<file path="src/rtl/pipe_pkg.sv">
// Shared types and payload layout constants for the inter-stage pipeline registers
// of the RV64I/Zba core.
package pipe_pkg;

  typedef enum logic [1:0] {
    EMPTY = 2'd0,
    MAIN  = 2'd1,
    BOTH  = 2'd2
  } pipe_state_t;

  localparam int unsigned XLEN   = 64;
  localparam int unsigned OCC_W  = 2;
  localparam int unsigned CTRL_W_RV64 = 16;

  // All-zero control word: no register write, no memory write, no branch/jump.
  localparam logic [CTRL_W_RV64-1:0] CTRL_NOP_RV64 = '0;

  // D/E data payload: {ImmExt, PC, RD2, RD1}
  localparam int unsigned DE_RD1_LSB = 0;
  localparam int unsigned DE_RD2_LSB = 64;
  localparam int unsigned DE_PC_LSB  = 128;
  localparam int unsigned DE_IMM_LSB = 192;
  localparam int unsigned DE_DATA_W  = 256;

  // E/M data payload: {PCPlus4, WriteData, ALUResult}
  localparam int unsigned EM_ALU_LSB  = 0;
  localparam int unsigned EM_WD_LSB   = 64;
  localparam int unsigned EM_PCP4_LSB = 128;
  localparam int unsigned EM_DATA_W   = 192;

  // Control payload fields
  localparam int unsigned CTRL_REGWRITE_BIT = 0;
  localparam int unsigned CTRL_RESSRC_LSB   = 1;   // 2 bits
  localparam int unsigned CTRL_MEMWRITE_BIT = 3;
  localparam int unsigned CTRL_ALUCTL_LSB   = 4;   // 4 bits
  localparam int unsigned CTRL_ALUSRC_BIT   = 8;
  localparam int unsigned CTRL_BRANCH_BIT   = 9;
  localparam int unsigned CTRL_JUMP_BIT     = 10;
  localparam int unsigned CTRL_RD_LSB       = 11;  // 5 bits

  function automatic logic [OCC_W-1:0] state_occ(input pipe_state_t s);
    case (s)
      MAIN:    state_occ = OCC_W'(1);
      BOTH:    state_occ = OCC_W'(2);
      default: state_occ = OCC_W'(0);
    endcase
  endfunction

  function automatic logic [DE_DATA_W-1:0] pack_de(input logic [XLEN-1:0] rd1,
                                                   input logic [XLEN-1:0] rd2,
                                                   input logic [XLEN-1:0] pc,
                                                   input logic [XLEN-1:0] imm);
    pack_de = {imm, pc, rd2, rd1};
  endfunction

endpackage

</file>
<file path="src/rtl/pipe_skid_ctrl.sv">
// Occupancy FSM and valid/ready/load-enable generation for a pipeline stage;
// independent of payload width.
module pipe_skid_ctrl
  import pipe_pkg::*;
#(
  parameter bit SKID = 1'b1
) (
  input  logic             clk,
  input  logic             rst_n,
  input  logic             in_valid,
  input  logic             flush,
  input  logic             out_ready,
  output logic             in_ready,
  output logic             out_valid,
  output logic             load_main,
  output logic             main_from_skid,
  output logic [OCC_W-1:0] occupancy
);

  pipe_state_t      state_q, state_d;
  logic             out_valid_q;
  logic [OCC_W-1:0] occ_q;
  logic             in_xfer, out_xfer;

  assign out_valid = out_valid_q;
  assign occupancy = occ_q;
  assign in_xfer   = in_valid & in_ready;
  assign out_xfer  = out_valid_q & out_ready;

  // Next state and load enables; flush wins and suppresses all loads.
  always_comb begin
    state_d        = state_q;
    load_main      = 1'b0;
    main_from_skid = 1'b0;
    if (flush) begin
      state_d = EMPTY;
    end else begin
      case (state_q)
        EMPTY: begin
          if (in_xfer) begin
            state_d   = MAIN;
            load_main = 1'b1;
          end
        end
        MAIN: begin
          if (in_xfer && !out_xfer) begin
            state_d = BOTH;
          end else if (in_xfer) begin
            load_main = 1'b1;
          end else if (out_xfer) begin
            state_d = EMPTY;
          end
        end
        BOTH: begin
          if (out_xfer) begin
            state_d        = MAIN;
            main_from_skid = 1'b1;
          end
        end
        default: state_d = EMPTY;
      endcase
    end
  end

  always_ff @(posedge clk or negedge rst_n) begin
    if (!rst_n) begin
      state_q     <= EMPTY;
      out_valid_q <= 1'b0;
      occ_q       <= '0;
    end else begin
      state_q     <= state_d;
      out_valid_q <= (state_d != EMPTY);
      occ_q       <= state_occ(state_d);
    end
  end

  generate
    if (SKID) begin : g_skid
      // Registered ready: no combinational path from out_ready.
      logic in_ready_q;
      always_ff @(posedge clk or negedge rst_n) begin
        if (!rst_n) begin
          in_ready_q <= 1'b1;
        end else begin
          in_ready_q <= (state_d != BOTH);
        end
      end
      assign in_ready = in_ready_q;
    end else begin : g_single
      assign in_ready = !out_valid_q | out_ready;
    end
  endgenerate

endmodule

</file>
<file path="src/rtl/pipe_stage_reg.sv">
// Parametrised inter-stage pipeline register with valid/ready handshake, flush,
// optional 2-entry skid buffer and bubble-gated control output.
module pipe_stage_reg
  import pipe_pkg::*;
#(
  parameter int unsigned        DATA_W      = 256,
  parameter int unsigned        CTRL_W      = 16,
  parameter bit                 SKID        = 1'b1,
  parameter logic [CTRL_W-1:0]  CTRL_BUBBLE = '0
) (
  input  logic              clk,
  input  logic              rst_n,
  input  logic              in_valid,
  output logic              in_ready,
  input  logic [DATA_W-1:0] in_data,
  input  logic [CTRL_W-1:0] in_ctrl,
  input  logic              flush,
  output logic              out_valid,
  input  logic              out_ready,
  output logic [DATA_W-1:0] out_data,
  output logic [CTRL_W-1:0] out_ctrl,
  output logic [OCC_W-1:0]  occupancy
);

  logic              load_main, main_from_skid;
  logic [DATA_W-1:0] main_data_q, main_data_d, skid_data;
  logic [CTRL_W-1:0] main_ctrl_q, main_ctrl_d, skid_ctrl;

  pipe_skid_ctrl #(
    .SKID (SKID)
  ) u_ctrl (
    .clk            (clk),
    .rst_n          (rst_n),
    .in_valid       (in_valid),
    .flush          (flush),
    .out_ready      (out_ready),
    .in_ready       (in_ready),
    .out_valid      (out_valid),
    .load_main      (load_main),
    .main_from_skid (main_from_skid),
    .occupancy      (occupancy)
  );

  // Head entry: refilled from skid (older) or directly from the input.
  always_comb begin
    main_data_d = main_data_q;
    main_ctrl_d = main_ctrl_q;
    if (main_from_skid) begin
      main_data_d = skid_data;
      main_ctrl_d = skid_ctrl;
    end else if (load_main) begin
      main_data_d = in_data;
      main_ctrl_d = in_ctrl;
    end
  end

  always_ff @(posedge clk or negedge rst_n) begin
    if (!rst_n) begin
      main_data_q <= '0;
      main_ctrl_q <= '0;
    end else begin
      main_data_q <= main_data_d;
      main_ctrl_q <= main_ctrl_d;
    end
  end

  generate
    if (SKID) begin : g_skid
      // Skid captures every accepted input; it only matters when main stays occupied.
      logic [DATA_W-1:0] skid_data_q;
      logic [CTRL_W-1:0] skid_ctrl_q;
      always_ff @(posedge clk or negedge rst_n) begin
        if (!rst_n) begin
          skid_data_q <= '0;
          skid_ctrl_q <= '0;
        end else if (in_valid && in_ready && !flush) begin
          skid_data_q <= in_data;
          skid_ctrl_q <= in_ctrl;
        end
      end
      assign skid_data = skid_data_q;
      assign skid_ctrl = skid_ctrl_q;
    end else begin : g_single
      assign skid_data = '0;
      assign skid_ctrl = '0;
    end
  endgenerate

  assign out_data = main_data_q;
  assign out_ctrl = out_valid ? main_ctrl_q : CTRL_BUBBLE;

endmodule

</file>
<file path="config.mk">
export PLATFORM = sky130hd
export DESIGN_NAME = pipe_stage_reg
export DESIGN_NICKNAME = d
export VERILOG_FILES = /design/src/rtl/pipe_pkg.sv /design/src/rtl/pipe_skid_ctrl.sv /design/src/rtl/pipe_stage_reg.sv
export SDC_FILE = /design/constraint.sdc
export NUM_CORES = 1
export LEC_CHECK = 0
export CAP_MARGIN = 30
export CELL_PAD_IN_SITES_DETAIL_PLACEMENT = 2
export CELL_PAD_IN_SITES_GLOBAL_PLACEMENT = 2
export CORE_MARGIN = 2
export CORE_UTILIZATION = 35
export DETAILED_ROUTE_END_ITERATION = 10
export GPL_ROUTABILITY_DRIVEN = 0
export HOLD_SLACK_MARGIN = 0.08
export PLACE_DENSITY_LB_ADDON = 0.1
export SYNTH_ARGS = -nofsm -noshare
export SYNTH_HDL_FRONTEND = slang
export SYNTH_SLANG_ARGS = --single-unit
</file>
<file path="constraint.sdc">
create_clock -name clk -period 2.15 [get_ports clk]
set_input_delay 0.3225 -clock clk [delete_from_list [all_inputs] [get_ports clk]]
set_output_delay 0.3225 -clock clk [all_outputs]
set_load 0.02 [all_outputs]
</file>
==> results of run 1 <==
[kinds of logic (layout without fill, tap and decap cells)]
logic type             count (synthesis)  after routing  share of synthesized area (%)
AOI/OAI and AO/OA                     10             10                          0.310
buffers and inverters                 93            811                           2.99
DFF                                  550            550                           56.8
muxes                                816            816                           39.2
other                                  0             13                              0
and+or+nand+nor                       28             28                          0.667
[how the worst max path moves through the flow]
stage,depth (start not counted),start,to
2_1_floorplan,7,u_ctrl.in_ready$_DFF_PN1_,out_data[146]$_DFFE_PN0P_
3_3_place_gp,7,out_ready,out_data[229]$_DFFE_PN0P_
3_5_place_dp,7,out_ready,out_data[143]$_DFFE_PN0P_
4_1_cts,3,u_ctrl.out_valid$_DFF_PN0_,out_ctrl[2]
5_1_grt,8,u_ctrl.state_q[0]$_DFF_PN0_,out_data[249]$_DFFE_PN0P_
6_report,9,u_ctrl.state_q[0]$_DFF_PN0_,out_data[63]$_DFFE_PN0P_
[placed cells by master (no fill, tap or decap), drive strengths merged, types with 4 or more instances in the layout]
| cell | n |
|---|---|
| clkdlybuf4s15 | 9 |
| mux2 | 816 |
| nand2 | 4 |
| a21oi | 4 |
| clkinv | 9 |
| clkdlybuf4s50 | 533 |
| clkbuf | 141 |
| and2 | 16 |
| buf | 114 |
| dfrtp | 549 |
| diode | 13 |
[Yosys cell counts (2+ instances only)]
library cell / instances / area share [%]
clkbuf_1: 4 / 0.062
a21o_1: 2 / 0.062
and2_1: 16 / 0.41
dfrtp_1: 549 / 57
buf_4: 11 / 0.34
mux2_4: 80 / 5.0
nor2_1: 2 / 0.031
mux2_2: 736 / 34
buf_2: 52 / 1.1
nand2_1: 4 / 0.062
buf_12: 8 / 0.66
buf_6: 17 / 0.79
a221oi_1: 2 / 0.072
a21oi_1: 3 / 0.062
[report_power, final]
group          internal, W  switching (W)  total [W]  leakage, nW
logic              0.00597        0.00467     0.0106         7.17
clock network      0.00652        0.00451     0.0110         1.05
registers           0.0128        0.00145     0.0142         6.47
[timing repair]
action,in CTS,in global routing
cloned,1,32
pin swaps,0,3
resized for setup,44,153
endpoints found under the hold margin,28,0
endpoints found under the setup margin,57,281
hold buffers,1,0
buffers inserted,4,23
[layer usage]
| layer | GRT usage (%) | vias up | wire [um] |
|---|---|---|---|
| met5 | 0 | - | 207 |
| met4 | 7.91 | 34 | 2630 |
| met3 | 7.17 | 169 | 5400 |
| met2 | 36.1 | 383 | 41700 |
| met1 | 23.3 | 8130 | 30000 |
| li1 | - | 6750 | - |
[metrics by stage]
stage,TNS (ns),utilization [%],instances,setup slack [ns]
detailed placement,-74.71,45.8,2967,-0.326
global placement,-63.57,45.8,2967,-0.278
global route,-20.46,51.3,3155,-0.132
CTS,-0.0242,49.1,3092,-0.0179
floorplan,0,-,1497,0.147
finish,-2.61,51.3,3159,-0.0620
[final cells by class]
class	count	area share, %
Sequential cell	550	39.1
Timing Repair Buffer	692	22.5
Clock inverter	11	0.242
Tap cell	931	3.31
Clock buffer	108	5.82
Antenna cell	13	0.0925
Multi-Input combinational cell	854	28.9
[sequential cells by signal, indices dropped and copies added (netlist names)]
| signal | cells |
|---|---|
| u_ctrl.occupancy | 2 |
| out_data | 256 |
| g_skid.skid_data_q | 256 |
| g_skid.skid_ctrl_q | 16 |
| u_ctrl.in_ready | 1 |
| main_ctrl_q | 16 |
| u_ctrl.state_q | 2 |
| u_ctrl.out_valid | 1 |
[worst max-delay path, cell delays in order (launching register included)]
cell and delay [ns]:
dfrtp_2 0.42, nand4b_1 0.20, buf_4 0.17, nor2_4 0.14, buf_6 0.12, buf_12 0.12, buf_12 0.16, clkbuf_16 0.19
mux2_4 0.30, mux2_2 0.27
==> flow_metrics.py, run 1 <==
metrics = {
    "run_status": {
        "status": "finished, violations left",
        "violations": "negative setup slack",
    },
    "drt": {
        "via_per_inst": 4.90,
        "drt_iter0_drc": 512,
        "vias": 15466,
        "drt-pass1-iter-count": 4,
        "routed_wl_um": 79900,
        "wl_per_cell_um": 25.3,
        "ant_nets": 0,
        "drcViolationCount": 0,
    },
    "die": {
        "die_w_um": 267,
        "die_area_um2": 71300,
        "start_util_pct": 35.3,
        "core_area_um2": 68600,
        "ios": 553,
        "fp.dieH_um": 267,
        "row_count": 96,
    },
    "yosys": {
        "synth-seq-cells": 550,
        "synth_edf_count": 0,
        "synthCells": 1497,
        "synth_area_um2": 24200,
        "seq_area_frac_synth_pct": 56.8,
        "avgSynthCellArea_um2": 16.2,
        "ys_warn_count": 0,
        "syn_nets": 1774,
        "synthFlopType": "dfrtp_1",
        "synthDistinctLibCells": 25,
        "async_reset_ff_share_pct": 100,
    },
    "flow_run": {
        "max_cap_viol_count": 0,
    },
    "setup_path": {
        "reg2reg_depth": 9,
        "reg2reg_to": "out_data[63]$_DFFE_PN0P_",
        "reg2reg_slack_ns": -0.06,
        "end_kind": "flop",
        "crit_type": "flop to flop",
        "start_kind": "flop",
        "worstPathRequired_ns": 2.63,
        "crit_fanout": 8,
        "crit_arrival_ns": 2.69,
        "r2r-start": "u_ctrl.state_q[0]$_DFF_PN0_",
    },
    "global_route": {
        "overflow": 0,
        "grt_pass1_vias": 17637,
        "grt_max_degree": 70,
        "grt_usage_pct": 20.7,
        "grt_pass1_wl_um": 111000,
        "antenna_found_initial": 30,
    },
    "clock_network": {
        "clockBufferDepth": 3,
        "clk_pin_slew_worst_paths_ns": 0.06,
        "clkLatencyLatePin_ns": 0.60,
        "numCtsBuffers": 68,
        "ctsHtreeMaxLevel": 3,
        "cts.sinks": 550,
        "cts-root-buf": "clkbuf_16",
        "cts_tree": "done",
    },
    "layout": {
        "regArea_um2": 13800,
        "drive_gt1_share_pct": 48.3,
        "n_fill_cell": 6195,
        "multi_input_area_um2": 10200,
        "fin_nets": 2443,
        "final_area_um2": 35200,
        "area_growth_pct": 45.2,
    },
    "timing": {
        "slew_headroom_pct": 60.6,
        "finalCritPeriodShare_pct": 103,
        "fmax_mhz": 452,
        "rsz0062_at_grt": "true",
        "fin_crit_ns": 2.21,
        "tightestPinTransition_ns": 0.592,
        "fin_hold_ws_ns": 0.213,
        "fin_skew_ns": 0.0162,
        "slew_violations": 0,
        "hold_viol": 0,
        "setup_violations": 122,
        "worst_slack_ns": -0.0620,
    },
    "min_path": {
        "hold_path.class": "input port to async pin",
    },
    "placed_design": {
        "post_dp_cell_area_um2": 31400,
        "dp_hpwl_um": 52600,
        "port_buffers": 552,
    },
    "power_and_ir_drop": {
        "powerDensity_nw_per_um2": 1020,
        "p_total_w": 0.0359,
        "p_leak_nw": 14.7,
        "vdd_drop_max_v": 0.000688,
    },
}
No activity file was read; power rests on OpenSTA's default activity.
==> run 2: changes to the inputs <==
Settings changed: CTS_CLUSTER_DIAMETER set to 40, SETUP_SLACK_MARGIN set to 0.15.
==> run 2 against run 1 <==
Effect of this change: cell count increased by 2.7%; worst hold slack got worse by 0.067 ns; die area unchanged; largest power group is now the clock network; combinational power about the same; register-to-register slack gained 0.06 ns; the flow still finishes with violations (negative setup slack); sequential power about the same.
==> flow_metrics.py, run 2 (synthesis results as in run 1) <==
metrics = {
    "layout": {
        "layout_commonest_cell": "mux2_2",
        "area_growth_pct": 50.3,
        "drive_gt1_share_pct": 50.9,
        "multi_input_area_um2": 9990,
        "final_cell_mix": "mux2_2, dfrtp_1, clkdlybuf4s50_1, mux2_4, clkbuf_16",
        "n_fill_cell": 6154,
        "fin_nets": 2488,
        "regArea_um2": 13800,
    },
    "power_and_ir_drop": {
        "p_total_w": 0.0426,
        "powerDensity_nw_per_um2": 1170,
        "p_leak_nw": 15.3,
        "vdd_drop_max_v": 0.000829,
    },
    "drt": {
        "vias": 15622,
        "ant_nets": 0,
        "routed_wl_um": 80400,
        "drt-pass1-iter-count": 4,
        "via_per_inst": 4.82,
        "wl_per_cell_um": 24.8,
        "drcViolationCount": 0,
        "drt_iter0_drc": 528,
    },
    "global_route": {
        "overflow": 0,
        "grt_pass1_vias": 18255,
        "antenna_found_initial": 27,
        "grt_pass1_wl_um": 116000,
        "grt_max_degree": 94,
        "grt_usage_pct": 21.6,
    },
    "setup_path": {
        "end_kind": "flop",
        "worstPathRequired_ns": 2.67,
        "crit_fanout": 25,
        "start_kind": "flop",
        "crit_arrival_ns": 2.67,
        "crit_type": "flop to flop",
    },
    "timing": {
        "hold_viol": 0,
        "tightestPinTransition_ns": 0.543,
        "fmax_mhz": 464,
        "worst_slack_ns": -0.00329,
        "slew_headroom_pct": 63.8,
        "slew_violations": 0,
        "setup_violations": 1,
        "fin_skew_ns": 0.0262,
        "finalCritPeriodShare_pct": 100,
        "rsz0062_at_grt": "true",
        "fin_crit_ns": 2.15,
    },
    "clock_network": {
        "clk_pin_slew_worst_paths_ns": 0.05,
        "clkLatencyLatePin_ns": 0.65,
        "ctsHtreeMaxLevel": 3,
        "clockBufferDepth": 3,
        "numCtsBuffers": 107,
        "cts-root-buf": "clkbuf_16",
        "cts.sinks": 550,
        "cts_tree": "done",
    },
    "flow_run": {
        "max_cap_viol_count": 0,
    },
    "die": {
        "die_area_um2": 71300,
        "die_w_um": 267,
        "fp.dieH_um": 267,
        "row_count": 96,
        "core_area_um2": 68600,
        "start_util_pct": 35.3,
        "ios": 553,
    },
    "run_status": {
        "violations": "negative setup slack",
        "status": "finished, violations left",
    },
    "placed_design": {
        "port_buffers": 552,
        "dp_hpwl_um": 54400,
        "pre_cts_slack_ns": -0.415,
    },
    "min_path": {
        "hold_path.class": "input port to async pin",
    },
}
[run 2: cell types whose count changed in the layout (fill, tap and decap cells not counted), sizes merged, moves of 8 or more]
cell | before | now
inv | 2 | 10
buf | 114 | 144
clkbuf | 141 | 150
bufinv | 0 | 18
clkinvlp | 0 | 9
clkinv | 9 | 27
[run 2: what timing repair did]
item                                   in CTS  in global routing
setup buffers                               3                 14
hold buffers                                1                  0
resized for setup                          83                 90
endpoints found under the hold margin     276                  0
setup endpoints to repair                 398                410
cloned                                      0                 16
pin swaps                                   0                  1
[run 2: final timing paths]
check | startpoint | endpoint | slack (ns) | cells after the start
worst min register to register | g_skid.skid_data_q[142]$_DFFE_PN0P_ | g_skid.skid_data_q[142]$_DFFE_PN0P_ | 0.50 | 1
min in group clk | in_data[16] | g_skid.skid_data_q[16]$_DFFE_PN0P_ | 0.32 | 2
worst max-delay path | u_ctrl.state_q[0]$_DFF_PN0_ | out_data[4]$_DFFE_PN0P_ | -0.003 | 6
worst max register to register | u_ctrl.state_q[0]$_DFF_PN0_ | out_data[4]$_DFFE_PN0P_ | -0.003 | 6
worst min-delay path | rst_n | out_data[17]$_DFFE_PN0P_ | 0.15 | 2
max in group asynchronous | rst_n | g_skid.skid_data_q[139]$_DFFE_PN0P_ | 1.08 | 3
[run 2: area by class of cell]
class	count	area share, %
diodes	13	0.0894
well taps	931	3.20
clock buffers	134	8.08
flip-flops and latches	550	37.8
repair buffers	698	20.9
multi-input cells	854	27.5
clock inverters	64	2.45
[run 2: report_power, final]
| group | internal [W] | leakage (nW) | switching [W] |
|---|---|---|---|
| Clock | 0.0119 | 1.86 | 0.00581 |
| Sequential | 0.0128 | 6.47 | 0.00145 |
| Combinational | 0.00590 | 6.97 | 0.00473 |
[run 2: critical path: stages (launching register included)]
cell and delay (ns):
dfrtp_2 0.42, nand4b_1 0.27, nor2_4 0.25, buf_12 0.24
buf_16 0.21, mux2_2 0.36, mux2_2 0.28
[run 2: through the flow]
| stage | util [%] | setup TNS, ns | hold WS (ns) | instances | area [um2] |
|---|---|---|---|---|---|
| 3_5_place_dp | 46.2 | -99.90 | 0.238 | 2999 | 31700 |
| 6_report | 53.1 | -0.00329 | 0.145 | 3244 | 36400 |
| 4_1_cts | 51.8 | 0 | 0.132 | 3201 | 35500 |
| 5_1_grt | 53.0 | -6.73 | 0.145 | 3239 | 36400 |
| 3_3_place_gp | 46.2 | -72.96 | 0.233 | 2999 | 31700 |
| 2_1_floorplan | - | 0 | 0.0269 | 1497 | 24200 |
[run 2: per-layer routing]
metal / routed length, um / vias up / global-route usage (%)
li1: - / 6885 / -
met1: 29700 / 8108 / 23.6
met4: 2990 / 28 / 9.38
met5: 195 / - / 0
met2: 41900 / 422 / 37.8
met3: 5570 / 179 / 7.42
